--- src/rtl/serial_adder_pkg.sv ---
// Shared definitions for the bit-serial adder: FSM state encoding and default datapath width.
package serial_adder_pkg;

    localparam int DEF_WIDTH = 8;

    typedef enum logic [1:0] {
        ST_IDLE  = 2'd0,
        ST_SHIFT = 2'd1,
        ST_DONE  = 2'd2
    } state_t;

endpackage

--- src/rtl/serial_adder_fa.sv ---
// Behavioural 1-bit full-adder cell used as the single arithmetic element of the serial adder.
module serial_adder_fa (
    input  logic a,
    input  logic b,
    input  logic carry_in,
    output logic sum,
    output logic carry_out
);

    assign sum       = a ^ b ^ carry_in;
    assign carry_out = (a & b) | (carry_in & (a ^ b));

endmodule

--- src/rtl/serial_adder.sv ---
// Bit-serial WIDTH-bit adder: one operand bit pair per clock, LSB first, carry held in a flop.
//
//   state    | meaning
//   ---------+---------------------------------------------------------
//   ST_IDLE  | waiting for start; sum/carry_out hold the last result
//   ST_SHIFT | adding one bit per clock, busy=1
//   ST_DONE  | one-cycle done pulse; a new start here is accepted
module serial_adder
    import serial_adder_pkg::*;
#(
    parameter int WIDTH = DEF_WIDTH
) (
    input  logic             clk,
    input  logic             rst_n,
    input  logic             start,
    input  logic [WIDTH-1:0] a,
    input  logic [WIDTH-1:0] b,
    input  logic             carry_in,
    output logic             busy,
    output logic             done,
    output logic [WIDTH-1:0] sum,
    output logic             carry_out
);

    localparam int CNT_W = $clog2(WIDTH);

    state_t           state, state_nxt;
    logic [WIDTH-1:0] a_sr, b_sr, s_sr;
    logic             cy;
    logic [CNT_W-1:0] cnt;
    logic             fa_s, fa_c;
    logic             accept;
    logic             last;

    serial_adder_fa u_fa (
        .a         (a_sr[0]),
        .b         (b_sr[0]),
        .carry_in  (cy),
        .sum       (fa_s),
        .carry_out (fa_c)
    );

    always_ff @(posedge clk) begin
        if (!rst_n) begin
            state <= ST_IDLE;
        end else begin
            state <= state_nxt;
        end
    end

    always_comb begin
        state_nxt = state;
        busy      = 1'b0;
        done      = 1'b0;
        accept    = 1'b0;
        last      = 1'b0;
        case (state)
            ST_IDLE: begin
                if (start) begin
                    accept    = 1'b1;
                    state_nxt = ST_SHIFT;
                end
            end
            ST_SHIFT: begin
                busy = 1'b1;
                if (cnt == CNT_W'(WIDTH - 1)) begin
                    last      = 1'b1;
                    state_nxt = ST_DONE;
                end
            end
            ST_DONE: begin
                done = 1'b1;
                // Accepting here gives back-to-back adds with no idle gap.
                if (start) begin
                    accept    = 1'b1;
                    state_nxt = ST_SHIFT;
                end else begin
                    state_nxt = ST_IDLE;
                end
            end
            default: state_nxt = ST_IDLE;
        endcase
    end

    always_ff @(posedge clk) begin
        if (!rst_n) begin
            a_sr      <= '0;
            b_sr      <= '0;
            s_sr      <= '0;
            cy        <= 1'b0;
            cnt       <= '0;
            sum       <= '0;
            carry_out <= 1'b0;
        end else if (accept) begin
            a_sr <= a;
            b_sr <= b;
            cy   <= carry_in;
            cnt  <= '0;
        end else if (state == ST_SHIFT) begin
            a_sr <= a_sr >> 1;
            b_sr <= b_sr >> 1;
            s_sr <= {fa_s, s_sr[WIDTH-1:1]};
            cy   <= fa_c;
            cnt  <= cnt + CNT_W'(1);
            // Result registers only move on the final bit, never partially.
            if (last) begin
                sum       <= {fa_s, s_sr[WIDTH-1:1]};
                carry_out <= fa_c;
            end
        end
    end

endmodule

--- config.mk ---
export PLATFORM = sky130hd
export DESIGN_NAME = serial_adder
export DESIGN_NICKNAME = d
export VERILOG_FILES = /design/src/rtl/serial_adder_pkg.sv /design/src/rtl/serial_adder_fa.sv /design/src/rtl/serial_adder.sv
export SDC_FILE = /design/constraint.sdc
export NUM_CORES = 1
export LEC_CHECK = 0
export BUFFER_PORTS_ARGS = -buffer_cell sky130_fd_sc_hd__buf_4
export CAP_MARGIN = 0
export CORE_ASPECT_RATIO = 0.75
export CORE_UTILIZATION = 43
export DETAILED_ROUTE_END_ITERATION = 8
export SKIP_LAST_GASP = 1
export SYNTH_ARGS = -nofsm -noshare
export SYNTH_HDL_FRONTEND = slang
export SYNTH_SLANG_ARGS = --single-unit
--- constraint.sdc ---
create_clock -name clk -period 1.9 [get_ports clk]
set_input_delay 0.095 -clock clk [delete_from_list [all_inputs] [get_ports clk]]
set_output_delay 0.095 -clock clk [all_outputs]
set_load 0.1 [all_outputs]
==> impl_metrics.py <==
metrics = {
    "setup_path": {
        "critical_path.startpoint_type": "flip-flop",
        "crit_arrival_ps": 1440,
        "timing.critical_path.max_delay_family": "buffers and inverters",
        "highest_delay_cell_along_the_critical_path": "dfxtp_1",
        "crit_type": "reg -> out",
        "setup.reg_to_reg.worst_slack_ps": 410,
        "timing.critical_path.to_type": "output port",
        "path_cells": "nand2b_1 -> inv_6 -> buf_4",
        "crit_fanout": 36,
        "critPathRequiredTime_ps": 1800,
        "cp.buffers_inverters": 2,
        "timing.critical_path.slowest_cell_delay_ps": 400,
    },
    "logic_synthesis": {
        "synth-edff-count": 0,
        "most_numerous_cell_in_the_yosys_netlist": "nand2_1",
        "netlist_instances": 183,
        "yosysWarningCount": 0,
        "synth_async_sr_flop_share_pct": 0,
        "synth.lib_cells_used.distinct": 24,
        "synth_area_per_cell_um2": 8.48,
        "post_synth_main_area_contributors": "dfxtp_1, nand2_1, a21boi_1",
        "ys_ff_latch": 38,
        "post_synth_instance_area_mm2": 0.00155,
        "synthDominantCellAreaShare_pct": 49.0,
        "synth-seq-area-share_pct": 49.0,
        "dominantRegCellSynth": "dfxtp_1",
        "synthTopCellsByCount": "nand2_1, dfxtp_1, a21boi_1",
        "net_count_after_synthesis": 206,
        "synth_area_leader_cell": "dfxtp_1",
    },
    "sta": {
        "rsz0062_at_grt": "no",
        "report.final.slew_viol_count": 0,
        "fmax_mhz": 653,
        "hold_viol": 0,
        "period_share_pct": 80.6,
        "timing_worst_slew_pin_value_ps": 510,
        "period_minus_slack_ps": 1530,
        "timing.final.setup_violations": 0,
        "postLayoutSetupSlackWorst_ps": 369,
        "clock-skew-final_ps": 7.41,
        "relSlewSlack_pct": 66.0,
        "fin_tns_setup_ps": 0,
    },
    "pwr": {
        "power.share.sequential_pct": 53.1,
        "power.internal_w": 0.00120,
        "power_density_mw_per_mm2": 868,
        "ir_drop_mv": 0.402,
        "share_comb_of_total_power_pct": 11.7,
        "p_switching_w": 0.000410,
        "power_leakage_nw": 0.720,
        "power.switching_fraction_pct": 25.4,
        "clkPwrFrac_pct": 35.2,
    },
    "clocking": {
        "cts_hold_fix_bufs": 0,
        "tritoncts": "done",
        "h_tree_depth": 2,
        "clock_tree.buffer_depth": 2,
        "post_cts_resized": 0,
        "cts-buffers-inserted": 5,
        "clkSinkCount": 38,
        "cts_post_setup_buffers_inserted": 0,
        "root_buffer": "clkbuf_8",
        "clk_transition_reported_paths_ps": 70,
        "clk-insertion-delay-late_ps": 290,
    },
    "flow_run": {
        "max_cap_viol_count": 0,
    },
    "routing": {
        "initialDrtViolationCount": 64,
        "detail_route.vias_per_cell": 5.31,
        "routed_wl_per_cell_um": 13.3,
        "detail-route-antenna-nets": 0,
        "first_pass_iters": 7,
        "drcViolationCount": 2,
        "vias": 1333,
        "drt_wl_total_mm": 3.35,
    },
    "layout": {
        "final_cell_area_mm2": 0.00186,
        "drive_above_1_share_pct": 19.4,
        "antenna-diode-count": 0,
        "area_growth_pct": 19.7,
        "fin_nets": 233,
    },
    "floorplan": {
        "io_pins": 31,
        "rows": 18,
        "dieArea_mm2": 0.00386,
        "core_region_area_mm2": 0.00338,
        "die_x_um": 71.4,
        "starting_density_of_the_core_pct": 46.0,
        "die_h_um": 54.0,
    },
    "placement": {
        "placed_area_mm2": 0.00177,
        "portBuffers": 30,
        "detailedPlace.worstSlack_ps": 419,
        "gpl.final_weighted_congestion": 0.716,
        "detailed_place_hpwl_mm": 2.21,
    },
    "grt": {
        "gr-usage-all-layers_pct": 19.3,
        "grt_first_pass_wirelength_mm": 5.42,
        "initial_antenna_violation_count": 0,
        "global_route.overflow_total": 0,
        "number_of_global_route_vias_before_repair": 1220,
        "grt_start_max_net_pins": 37,
    },
    "outcome": {
        "violations_in_the_final_reports": "DRC",
        "outcome": "finished with violations",
    },
    "worst_hold_path": {
        "hp-class": "in -> reg",
    },
}
cell families (layout without fill, tap and decap cells):
group                      after synthesis  in the layout  share of synthesized area, %
AOI/OAI and AO/OA                       48             48                          20.1
xor gates and xnor gates                 1              1                         0.564
adders and majority gates                3              3                          2.90
buffers and inverters                   14             42                          5.96
DFF                                     38             38                          49.0
and+or+nand+nor                         79             79                          21.4
final timing paths:
check                start  endpoint  depth (start not counted)
setup reg to reg    cnt[0]    sum[6]                          5
hold / removal        a[7]   a_sr[7]                          3
hold reg to reg     sum[0]    sum[0]                          2
setup / recovery  state[0]      busy                          3
flip-flops by register name, summed over array words and instances (netlist names):
signal	cells
sum	8
s_sr	7
cnt	3
cy	1
carry_out	1
b_sr	8
state	2
a_sr	8
area by class of cell:
| class | count | area, µm² |
|---|---|---|
| fill | 340 | 1520 |
| clock buffer | 7 | 86.3 |
| multi-input combinational | 131 | 699 |
| timing repair buffer | 33 | 248 |
| inverter | 1 | 8.76 |
| sequential | 38 | 761 |
| tap | 40 | 50.0 |
| clock inverter | 1 | 5.00 |
metal layers:
layer  track usage [%]  share of wire, %  vias to the layer above
met3              6.74               4.5                        2
met5                 0                 0                        -
met4              10.0              0.75                        0
li1                  -                 -                      676
met1              23.1                50                      624
met2              31.3                45                       31
power by group through the flow:
stage / clock network, W / logic, W / registers (W)
2_1_floorplan: 0 / 0.000142 / 0.000870
3_3_place_gp: 0 / 0.000183 / 0.000874
3_5_place_dp: 0 / 0.000188 / 0.000875
4_1_cts: 0.000577 / 0.000189 / 0.000857
5_1_grt: 0.000625 / 0.000206 / 0.000862
6_report: 0.000568 / 0.000188 / 0.000857
worst min-delay path, cell delays in order:
cell and delay [ps]:
buf_4 110, nand2_1 50, a21boi_1 50
stage by stage:
| step | cells | power [W] | hold WS (ps) | util (%) |
|---|---|---|---|---|
| detailed placement | 243 | 0.00106 | 357 | 52.3 |
| global route | 251 | 0.00169 | 59.5 | 55.0 |
| finish | 251 | 0.00161 | 60.3 | 55.0 |
| CTS | 251 | 0.00162 | 54.3 | 55.0 |
| global placement | 243 | 0.00106 | 348 | 52.3 |
| floorplan | 183 | 0.00101 | 227 | - |
placed cells by master, fill, tap and decap left out, types with 2 or more instances in the layout:
| cell type | instances |
|---|---|
| nand2_1 | 54 |
| o221ai_1 | 3 |
| a21oi_1 | 3 |
| a31oi_1 | 11 |
| nor2b_1 | 2 |
| nand2b_1 | 2 |
| o21ai_0 | 12 |
| dfxtp_1 | 38 |
| nor3_1 | 3 |
| ha_1 | 2 |
| a21boi_0 | 5 |
| buf_4 | 33 |
| a21boi_1 | 13 |
| clkbuf_8 | 6 |
| nand3_1 | 11 |
| nor2_1 | 4 |
(Power assumes the default switching activity.)
